`src/rtl/i2c_slave_write_byte_pkg.sv`:
```
// ----------------------------------------------------------------------------
// i2c_pkg -- shared definitions for the I2C slave byte writer.
//   I2C_BITS_PER_BYTE : data bits per byte on the bus (8)
//   I2C_CNT_W         : width of the bit counter
//   i2c_wr_state_e    : byte-writer FSM states
//   is_last_bit()     : true when the counter points at the final data bit
// ----------------------------------------------------------------------------
package i2c_pkg;

    localparam int I2C_BITS_PER_BYTE = 8;
    localparam int I2C_CNT_W         = $clog2(I2C_BITS_PER_BYTE);

    typedef enum logic [2:0] {
        ST_IDLE     = 3'd0,
        ST_LOW      = 3'd1,
        ST_HIGH     = 3'd2,
        ST_ACK_LOW  = 3'd3,
        ST_ACK_HIGH = 3'd4,
        ST_DONE     = 3'd5
    } i2c_wr_state_e;

    function automatic logic is_last_bit(input logic [I2C_CNT_W-1:0] cnt);
        return cnt == I2C_CNT_W'(I2C_BITS_PER_BYTE - 1);
    endfunction

endpackage

```
`src/rtl/i2c_slave_write_byte_if.sv`:
```
// ----------------------------------------------------------------------------
// i2c_slave_write_byte_if -- handshake and bus signals of the byte writer.
//   byte_write_en     : master -> slave, enable for one byte
//   byte_write_i      : master -> slave, byte to send (MSB first)
//   byte_write_finish : slave -> master, one-clk end-of-byte pulse
//   byte_write_err    : slave -> master, sticky bus-mismatch flag
//   ack_o             : slave -> master, ACK seen from bus master (1 = ACK)
//   scl_i, sda_i      : bus inputs, already synchronous to clk
//   sda_o             : open-drain SDA drive (0 = pull low, 1 = release)
// Modports: slave (the byte writer), master (the controlling logic / bench).
// ----------------------------------------------------------------------------
interface i2c_slave_write_byte_if;

    logic                                  byte_write_en;
    logic [i2c_pkg::I2C_BITS_PER_BYTE-1:0] byte_write_i;
    logic                                  byte_write_finish;
    logic                                  byte_write_err;
    logic                                  ack_o;
    logic                                  scl_i;
    logic                                  sda_i;
    logic                                  sda_o;

    modport slave (
        input  byte_write_en,
        input  byte_write_i,
        input  scl_i,
        input  sda_i,
        output byte_write_finish,
        output byte_write_err,
        output ack_o,
        output sda_o
    );

    modport master (
        output byte_write_en,
        output byte_write_i,
        output scl_i,
        output sda_i,
        input  byte_write_finish,
        input  byte_write_err,
        input  ack_o,
        input  sda_o
    );

endinterface

```
`src/rtl/i2c_slave_write_byte_bit.sv`:
```
// ----------------------------------------------------------------------------
// i2c_slave_write_bit -- single-bit SDA driver with arbitration check.
//   clk, rst_n  : clock, asynchronous active-low reset
//   start_i     : begin a new byte: clear lost flag, drive bit_i
//   shift_i     : (re)drive bit_i unless arbitration has been lost
//   release_i   : release SDA (drive 1); highest priority
//   check_i     : compare sda_i against our drive this clk
//   bit_i       : data bit to present
//   sda_i       : sampled bus SDA
//   sda_o       : registered open-drain drive
//   mismatch_o  : bus disagrees with our drive (valid only with check_i)
// ----------------------------------------------------------------------------
module i2c_slave_write_bit (
    input  logic clk,
    input  logic rst_n,
    input  logic start_i,
    input  logic shift_i,
    input  logic release_i,
    input  logic check_i,
    input  logic bit_i,
    input  logic sda_i,
    output logic sda_o,
    output logic mismatch_o
);

    logic sda_q, sda_d;
    logic lost_q, lost_d;

    assign mismatch_o = check_i & (sda_i ^ sda_q);

    always_comb begin
        sda_d  = sda_q;
        lost_d = lost_q;
        if (release_i) begin
            sda_d = 1'b1;
        end else if (start_i) begin
            lost_d = 1'b0;
            sda_d  = bit_i;
        end else begin
            // Losing arbitration releases the line at once and keeps it
            // released for every later bit of this byte.
            if (mismatch_o) begin
                lost_d = 1'b1;
                sda_d  = 1'b1;
            end
            if (shift_i) begin
                sda_d = lost_d ? 1'b1 : bit_i;
            end
        end
    end

    // Async reset releases SDA immediately, even mid-bit.
    always_ff @(posedge clk or negedge rst_n) begin
        if (!rst_n) begin
            sda_q  <= 1'b1;
            lost_q <= 1'b0;
        end else begin
            sda_q  <= sda_d;
            lost_q <= lost_d;
        end
    end

    assign sda_o = sda_q;

endmodule

```
`src/rtl/i2c_slave_write_byte.sv`:
```
// ----------------------------------------------------------------------------
// i2c_slave_write_byte -- shifts one byte out on SDA (MSB first) as an I2C
// slave transmitter, following the master's SCL.
//   clk   : system clock, all logic on posedge
//   rst_n : asynchronous active-low reset
//   bus   : i2c_slave_write_byte_if.slave (enable/byte in, finish/err/ack
//           out, scl_i/sda_i in, sda_o open-drain out)
// Optional feature: define I2C_SLAVE_WRITE_ACK_EN to add the 9th (ACK) clock,
// sampling the master's ACK into ack_o. Undefined: no ACK phase, ack_o = 0,
// finish follows the 8th SCL fall.
// The byte level owns the counter, shift register, ACK and finish; the
// per-bit drive and arbitration check live in i2c_slave_write_bit.
// ----------------------------------------------------------------------------
module i2c_slave_write_byte
    import i2c_pkg::*;
(
    input logic                   clk,
    input logic                   rst_n,
    i2c_slave_write_byte_if.slave bus
);

    // ---------------- SCL edge detect ----------------
    logic scl_last_q;
    logic rise, fall;

    assign rise = ~scl_last_q &  bus.scl_i;
    assign fall =  scl_last_q & ~bus.scl_i;

    always_ff @(posedge clk or negedge rst_n) begin
        if (!rst_n) scl_last_q <= 1'b1;
        else        scl_last_q <= bus.scl_i;
    end

    // ---------------- state / datapath ----------------
    i2c_wr_state_e                state_q, state_d;
    logic [I2C_BITS_PER_BYTE-1:0] shreg_q, shreg_d;
    logic [I2C_CNT_W-1:0]         cnt_q, cnt_d;
    logic                         err_q, err_d;
    logic                         finish_q, finish_d;
`ifdef I2C_SLAVE_WRITE_ACK_EN
    logic                         ack_q, ack_d;
`endif

    logic bit_start, bit_shift, bit_release, bit_check;
    logic bit_val, mismatch, sda_drv;

    // State register
    always_ff @(posedge clk or negedge rst_n) begin
        if (!rst_n) state_q <= ST_IDLE;
        else        state_q <= state_d;
    end

    // Next-state logic; dropping the enable aborts from any state.
    always_comb begin
        state_d = state_q;
        if (!bus.byte_write_en) begin
            state_d = ST_IDLE;
        end else begin
            case (state_q)
                ST_IDLE: state_d = ST_LOW;
                ST_LOW:  if (rise) state_d = ST_HIGH;
                ST_HIGH: begin
                    if (fall) begin
`ifdef I2C_SLAVE_WRITE_ACK_EN
                        state_d = is_last_bit(cnt_q) ? ST_ACK_LOW : ST_LOW;
`else
                        state_d = is_last_bit(cnt_q) ? ST_DONE : ST_LOW;
`endif
                    end
                end
`ifdef I2C_SLAVE_WRITE_ACK_EN
                ST_ACK_LOW:  if (rise) state_d = ST_ACK_HIGH;
                ST_ACK_HIGH: if (fall) state_d = ST_DONE;
`endif
                ST_DONE: state_d = ST_DONE;
                default: state_d = ST_IDLE;
            endcase
        end
    end

    // Output / datapath next-state logic
    always_comb begin
        shreg_d     = shreg_q;
        cnt_d       = cnt_q;
        err_d       = err_q;
        finish_d    = 1'b0;
        bit_start   = 1'b0;
        bit_shift   = 1'b0;
        bit_release = 1'b0;
        bit_check   = 1'b0;
`ifdef I2C_SLAVE_WRITE_ACK_EN
        ack_d       = ack_q;
`endif
        if (!bus.byte_write_en) begin
            bit_release = 1'b1;
            err_d       = 1'b0;
        end else begin
            case (state_q)
                ST_IDLE: begin
                    shreg_d   = bus.byte_write_i;
                    cnt_d     = '0;
                    bit_start = 1'b1;
`ifdef I2C_SLAVE_WRITE_ACK_EN
                    ack_d     = 1'b0;
`endif
                end
                // Re-presenting shreg[7] every LOW clk keeps SDA steady,
                // including on the clk the rise is detected.
                ST_LOW: bit_shift = 1'b1;
                ST_HIGH: begin
                    bit_check = 1'b1;
                    if (mismatch) err_d = 1'b1;
                    if (fall) begin
                        if (is_last_bit(cnt_q)) begin
                            bit_release = 1'b1;
`ifndef I2C_SLAVE_WRITE_ACK_EN
                            finish_d    = 1'b1;
`endif
                        end else begin
                            // Shift and drive the next bit in the same clk.
                            shreg_d   = {shreg_q[I2C_BITS_PER_BYTE-2:0], 1'b0};
                            cnt_d     = cnt_q + I2C_CNT_W'(1);
                            bit_shift = 1'b1;
                        end
                    end
                end
`ifdef I2C_SLAVE_WRITE_ACK_EN
                ST_ACK_LOW: begin
                    bit_release = 1'b1;
                    if (rise) ack_d = ~bus.sda_i;
                end
                ST_ACK_HIGH: begin
                    bit_release = 1'b1;
                    if (fall) finish_d = 1'b1;
                end
`endif
                default: bit_release = 1'b1;
            endcase
        end
    end

    always_ff @(posedge clk or negedge rst_n) begin
        if (!rst_n) begin
            shreg_q  <= '0;
            cnt_q    <= '0;
            err_q    <= 1'b0;
            finish_q <= 1'b0;
        end else begin
            shreg_q  <= shreg_d;
            cnt_q    <= cnt_d;
            err_q    <= err_d;
            finish_q <= finish_d;
        end
    end

`ifdef I2C_SLAVE_WRITE_ACK_EN
    always_ff @(posedge clk or negedge rst_n) begin
        if (!rst_n) ack_q <= 1'b0;
        else        ack_q <= ack_d;
    end
    assign bus.ack_o = ack_q;
`else
    assign bus.ack_o = 1'b0;
`endif

    // Next MSB: at load this is byte_write_i[7], after a shift the new top bit.
    assign bit_val = shreg_d[I2C_BITS_PER_BYTE-1];

    i2c_slave_write_bit u_bit (
        .clk        (clk),
        .rst_n      (rst_n),
        .start_i    (bit_start),
        .shift_i    (bit_shift),
        .release_i  (bit_release),
        .check_i    (bit_check),
        .bit_i      (bit_val),
        .sda_i      (bus.sda_i),
        .sda_o      (sda_drv),
        .mismatch_o (mismatch)
    );

    assign bus.sda_o             = sda_drv;
    assign bus.byte_write_err    = err_q;
    assign bus.byte_write_finish = finish_q;

endmodule

```
`src/flat_wrapper.sv`:
```
// flat-port wrapper written by rule: the top's interface ports become plain ports
module i2c_slave_write_byte_flat import i2c_pkg::*;
  (clk, rst_n, bus_byte_write_en, bus_byte_write_i, bus_scl_i, bus_sda_i, bus_byte_write_finish, bus_byte_write_err, bus_ack_o, bus_sda_o);
  i2c_slave_write_byte_if bus_i ();
  input logic clk;
  input logic rst_n;
  input wire logic [$bits(bus_i.byte_write_en)-1:0] bus_byte_write_en;
  input wire logic [$bits(bus_i.byte_write_i)-1:0] bus_byte_write_i;
  input wire logic [$bits(bus_i.scl_i)-1:0] bus_scl_i;
  input wire logic [$bits(bus_i.sda_i)-1:0] bus_sda_i;
  output wire logic [$bits(bus_i.byte_write_finish)-1:0] bus_byte_write_finish;
  output wire logic [$bits(bus_i.byte_write_err)-1:0] bus_byte_write_err;
  output wire logic [$bits(bus_i.ack_o)-1:0] bus_ack_o;
  output wire logic [$bits(bus_i.sda_o)-1:0] bus_sda_o;
  assign bus_i.byte_write_en = bus_byte_write_en;
  assign bus_i.byte_write_i = bus_byte_write_i;
  assign bus_i.scl_i = bus_scl_i;
  assign bus_i.sda_i = bus_sda_i;
  assign bus_byte_write_finish = bus_i.byte_write_finish;
  assign bus_byte_write_err = bus_i.byte_write_err;
  assign bus_ack_o = bus_i.ack_o;
  assign bus_sda_o = bus_i.sda_o;
  i2c_slave_write_byte u_core (.clk(clk), .rst_n(rst_n), .bus(bus_i));
endmodule
```
`config.mk`:
```
export PLATFORM = sky130hd
export DESIGN_NAME = i2c_slave_write_byte_flat
export DESIGN_NICKNAME = d
export VERILOG_FILES = /design/src/rtl/i2c_slave_write_byte_pkg.sv /design/src/rtl/i2c_slave_write_byte_if.sv /design/src/rtl/i2c_slave_write_byte_bit.sv /design/src/rtl/i2c_slave_write_byte.sv /design/src/flat_wrapper.sv
export SDC_FILE = /design/constraint.sdc
export NUM_CORES = 1
export LEC_CHECK = 0
export ABC_AREA = 1
export CELL_PAD_IN_SITES_DETAIL_PLACEMENT = 0
export CELL_PAD_IN_SITES_GLOBAL_PLACEMENT = 2
export CORE_UTILIZATION = 29
export DETAILED_ROUTE_END_ITERATION = 12
export PLACE_DENSITY = 0.8
export SETUP_SLACK_MARGIN = 0.3
export SLEW_MARGIN = 25
export SYNTH_ARGS = -nofsm -noshare
export SYNTH_HDL_FRONTEND = slang
export SYNTH_SLANG_ARGS = --single-unit
```
`constraint.sdc`:
```
create_clock -name clk -period 2.5 [get_ports clk]
set_clock_uncertainty 0.15 [all_clocks]
set_input_delay 0.5 -clock clk [delete_from_list [all_inputs] [get_ports clk]]
set_output_delay 0.5 -clock clk [all_outputs]
set_load 0.02 [all_outputs]
```
## Word-level counts from Yosys, hierarchy flattened

Cells that the tools add are included.

| word-level totals | value |
|---|---|
| bits in registers | 19 |
| bits of input ports | 13 |
| output and inout bits | 4 |
| logic and storage cells | 70 |

| cells by class | value |
|---|---|
| $add $sub $neg | 1 |
| equal/unequal tests | 10 |
| mux-type cells | 37 |
| bitwise operators | 6 |
| reductions and logical operators | 7 |

Operators with widths:

| operator | count |
|---|---|
| two-way mux 8 bit | 3 |
| two-way mux 1 bit | 23 |
| two-way mux 3 bit | 6 |
| case mux 8 bit (2 select lines) | 1 |
| case mux 3 bit (4 select lines) | 1 |
| == test 3 bit (second input constant) | 2 |
| != test 2 x 1 -> 1 bit (second input constant) | 3 |
| != test 3 x 2 -> 1 bit (second input constant) | 2 |
| case mux 3 bit (2 select lines) | 1 |
| case mux 1 bit (2 select lines) | 2 |
| AND reduction 2 bit | 2 |
| AND reduction 4 bit | 1 |
| nonzero test 4 bit | 1 |
| adder 3 x 1 -> 3 bit (second input constant) | 1 |
| bitwise AND 1 bit | 3 |
| == test 3 x 1 -> 1 bit (second input constant) | 1 |
| == test 3 x 2 -> 1 bit (second input constant) | 1 |
| zero test 3 bit | 1 |
| != test 2 bit (second input constant) | 1 |
| NOT 1 bit | 2 |
| nonzero test 2 bit | 1 |
| OR reduction 2 bit | 1 |
| XOR 1 bit | 1 |

## Logic depth before layout (Yosys ltp)

| logic depth | value |
|---|---|
| word-level depth | 11 |
| gate-level depth with buffers | 10 |
| gate-level depth less buffers | 10 |

## Cells and area by module

A second synthesis with hierarchy kept.

| unflattened totals | value |
|---|---|
| cell total of the unflattened synthesis | 167 |
| area total of the unflattened synthesis | 1168.6 um2 |

Modules (own cells, without submodules):

| module | times used | cells an instance | area each (um2) | seq. area each (um2) |
|---|---|---|---|---|
| i2c_slave_write_byte | 1 | 146 | 1024.7 | 426.7 |
| i2c_slave_write_bit | 1 | 21 | 143.9 | 51.3 |

## Least setup slack after synthesis

No wires, ideal clock.

| timing | value |
|---|---|
| path type | register -> register |
| start | register u_core.cnt_q[0] |
| end | register u_core.u_bit.sda_q, in the netlist u_core.u_bit.sda_o |
| setup time | 0.072 ns |
| arrival time | 1.531 ns |
| data required time | 2.278 ns |
| slack | 0.747 ns |
| stages on the path, launching flop included | 11 |
| path buffers | 0 |
| period minus slack after synthesis | 1.753 ns |
| cell sequence | dfrtp_1 ha_1 ha_1 nor2_1 nand3_2 nand2_1 nand2_1 nand2_1 nand2_1 nand2_1 inv_1 |

| between the ends | value |
|---|---|
| word-level cells in the longest chain between the ends | 9 |
| elaborated cells between the ends (all ways) | 18 |
| classes of those cells | 1 x eq/ne; 16 x mux; 1 x reduce/logical |

RTL lines:

| item | RTL line | source |
|---|---|---|
| start, declared | i2c_slave_write_byte.sv:37 | `logic [I2C_CNT_W-1:0] cnt_q, cnt_d;` |
| start signal, assigned | i2c_slave_write_byte.sv:150 | `cnt_q <= cnt_d;` |
| == test 3 bit (*) | i2c_slave_write_byte_pkg.sv:23 | `return cnt == I2C_CNT_W'(I2C_BITS_PER_BYTE - 1);` |
| two-way mux 8 bit | i2c_slave_write_byte.sv:114 | `if (is_last_bit(cnt_q)) begin` |
| two-way mux 8 bit | i2c_slave_write_byte.sv:113 | `if (fall) begin` |
| case mux 8 bit (2 select lines) | i2c_slave_write_byte.sv:98 | `case (state_q)` |
| two-way mux 8 bit | i2c_slave_write_byte.sv:94 | `if (!bus.byte_write_en) begin` |
| two-way mux 1 bit | i2c_slave_write_byte_bit.sv:47 | `sda_d = lost_d ? 1'b1 : bit_i;` |
| two-way mux 1 bit | i2c_slave_write_byte_bit.sv:46 | `if (shift_i) begin` |
| two-way mux 1 bit | i2c_slave_write_byte_bit.sv:36 | `end else if (start_i) begin` |
| two-way mux 1 bit | i2c_slave_write_byte_bit.sv:34 | `if (release_i) begin` |
| end signal, assigned | i2c_slave_write_byte_bit.sv:55 | `sda_q <= 1'b1;` |
| end signal, assigned | i2c_slave_write_byte_bit.sv:58 | `sda_q <= sda_d;` |
| end, declared | i2c_slave_write_byte_bit.sv:26 | `logic sda_q, sda_d;` |

Every way passes the cells marked *; elsewhere a longest branch is shown, timed or not. The select of a mux whose other input is x is not followed.
A chain may end at the register's enable or synchronous reset.

## Worst setup path after layout

| timing | value |
|---|---|
| start | register u_core.u_bit.sda_q, in the netlist u_core.u_bit.sda_o |
| end | output bus_sda_o |

RTL lines:

| item | RTL line | source |
|---|---|---|
| end, declared | flat_wrapper.sv:14 | `output wire logic [$bits(bus_i.sda_o)-1:0] bus_sda_o;` |

No word-level cell between the ends.

==> flow_metrics.env <==
export IMPL_ys_async_sr_fraction=1.00
export IMPL_finalWirelength_mm=1.98
export IMPL_synth_edf_count=0
export IMPL_worst_ir_drop_vdd_mv=0.280
export IMPL_start_kind="flip-flop"
export IMPL_place_port_buffers=15
export IMPL_hold_viol_final=0
export IMPL_maxSlewViolCount=0
export IMPL_synth_area_um2=997
export IMPL_synthDistinctLibCells=24
export IMPL_slowest_stage="clkdlybuf4s50_1"
export IMPL_wire_per_inst_um=10.5
export IMPL_vias=839
export IMPL_worstPathRequired_ns=1.85
export IMPL_cts_sinks=19
export IMPL_rsz0062_at_grt="false"
export IMPL_diodes=0
export IMPL_grt_pass1_wl_mm=3.49
export IMPL_total_power_mw=1.05
export IMPL_die_h_um=60.6
export IMPL_ctsHoldBuffers=0
export IMPL_finalCriticalPeriod_ns=2.10
export IMPL_dieArea_um2=3680
export IMPL_grt_max_degree=20
export IMPL_max_cap_viol_count=0
export IMPL_slowest_delay_ns=0.60
export IMPL_dr_first_iter_drc_count=40
export IMPL_path_max_fanout=3
export IMPL_tns_ns=0
export IMPL_synth_ff_type="dfrtp_1"
export IMPL_crit_path_end_kind="output port"
export IMPL_grt_pass1_vias=820
export IMPL_dpl_instance_area_um2=1200
export IMPL_insertion_delay_ns=0.29
export IMPL_layout_drive_gt1_share=0.0828
export IMPL_ioPinCount=17
export IMPL_grt_total_usage=0.131
export IMPL_ys_seq_area_frac=0.479
export IMPL_tritoncts="yes"
export IMPL_synth_fp_nets=141
export IMPL_nets=161
export IMPL_drcViolationCount=0
export IMPL_path_cells="clkdlybuf4s50_1"
export IMPL_drt_pass1_iterations=4
export IMPL_syn_inst=126
export IMPL_path_clk_slew_ns=0.12
export IMPL_crit_family="buffers and inverters"
export IMPL_start_util=0.316
export IMPL_syn2layout_area_growth_pct=23.1
export IMPL_synth_seq_cells=19
export IMPL_status="finished, final reports clean"
export IMPL_period_share=0.841
export IMPL_fin_util=0.389
export IMPL_power_density_nw_per_um2=853
export IMPL_root_buffer="clkbuf_4"
export IMPL_place_hpwl_mm=1.52
export IMPL_antenna_found_initial=0
export IMPL_setup_violations_final=0
export IMPL_dp_cells=185
export IMPL_syn_area_per_cell_um2=7.91
export IMPL_cts_setup_buffers=0
export IMPL_final_cell_count_no_fill=189
export IMPL_p_leak_nw=0.580
export IMPL_fmax_ghz=0.475
export IMPL_critPathKind="flip-flop to output port"
export IMPL_ctsResizeCount=0
export IMPL_cts_buffers_inserted=3
export IMPL_worstHoldPathType="flip-flop to flip-flop"
export IMPL_cts_path_max_buffers=2
export IMPL_grt_ovfl_total=0
export IMPL_stdcell_area_um2=1230
export IMPL_die_w_um=60.6
export IMPL_vias_per_cell=4.44
export IMPL_crit_arrival_ns=1.45
export IMPL_worst_path_buf_inv=1
export IMPL_yosysWarnings=0
export IMPL_rows=20
export IMPL_cts_max_level=1
export IMPL_gp_congestion=0.755
export IMPL_ant_nets=0
export IMPL_core_um2=3150
[power by group]
group          internal, mW  switching (mW)  total, mW
sequential            0.412          0.0681      0.480
clock                0.0621          0.0980      0.160
combinational         0.159           0.247      0.406
[final timing paths]
check | cells past startpoint | endpoint | start | slack [ns]
worst max-delay path | 1 | bus_sda_o | u_core.u_bit.sda_o | 0.40
min in group asynchronous | 2 | u_core.bus.byte_write_finish | rst_n | 0.37
worst min-delay path | 1 | u_core.cnt_q[0] | u_core.cnt_q[0] | 0.34
worst min register to register | 1 | u_core.cnt_q[0] | u_core.cnt_q[0] | 0.34
max in group asynchronous | 2 | u_core.scl_last_q | rst_n | 1.56
worst max register to register | 10 | u_core.u_bit.sda_o | u_core.cnt_q[0] | 0.74
[cells in the mapped netlist, types with 2 or more instances]
library cell / instances / area, µm²
dfrtp_1: 17 / 425
nand3_1: 11 / 55.1
dfstp_2: 2 / 52.6
nand4_1: 2 / 12.5
inv_1: 17 / 63.8
a21oi_1: 3 / 15.0
nand2_1: 28 / 105
a31oi_1: 6 / 37.5
o21ai_0: 4 / 20.0
ha_1: 2 / 25.0
nor2_1: 21 / 78.8
[metrics by stage]
stage	hold WS [ns]	setup WS [ns]
floorplan	0.0544	0.747
global placement	0.322	0.374
detailed placement	0.329	0.394
CTS	0.353	0.378
global route	0.382	0.347
finish	0.343	0.396
[cells in the final DEF (no fill, tap or decap), types with 2 or more instances in the layout]
| cell | count |
|---|---|
| dfrtp_1 | 17 |
| ha_1 | 2 |
| nand2_1 | 28 |
| nand3_1 | 11 |
| o21ai_0 | 4 |
| a21oi_1 | 3 |
| nor2_1 | 21 |
| nand4_1 | 2 |
| clkdlybuf4s50_1 | 15 |
| clkbuf_4 | 3 |
| a31oi_1 | 6 |
| inv_1 | 17 |
| buf_4 | 3 |
| dfstp_2 | 2 |
[layer usage]
| layer | part of all wire | vias to the layer above | track usage |
|---|---|---|---|
| li1 | - | 442 | - |
| met2 | 0.46 | 14 | 0.221 |
| met3 | 0.034 | 2 | 0.0256 |
| met5 | 0 | - | 0 |
| met1 | 0.50 | 381 | 0.162 |
| met4 | 0.0061 | 0 | 0.0584 |
[state kept, by name, summed over array words and instances (netlist names)]
signal	flops
u_core.bus.byte_write_err	1
u_core.bus.byte_write_finish	1
u_core.cnt_q	3
u_core.scl_last_q	1
u_core.shreg_q	8
u_core.state_q	3
u_core.u_bit.lost_q	1
u_core.u_bit.sda_o	1
[final cells by class]
cell class                 count  area, µm²
inverter                      18       67.6
sequential                    19        478
fill                         355       1930
clock buffer                   4       26.3
tap                           44       55.1
multi-input combinational     86        428
timing repair buffer          18        173
[cells by family (layout without fill, tap and decap cells)]
kind of cell             Yosys count  after routing  share of synthesized area
adder cells (fa/ha/maj)            2              2                     0.0251
multiplexers                       1              1                     0.0100
flip-flops                        19             19                      0.479
AO/OA/AOI/OAI                     17             17                      0.104
buffers and inverters             21             40                     0.0916
other                              1              1                    0.00376
AND/OR/NAND/NOR                   65             65                      0.286
No activity file was read; power rests on OpenSTA's default activity.
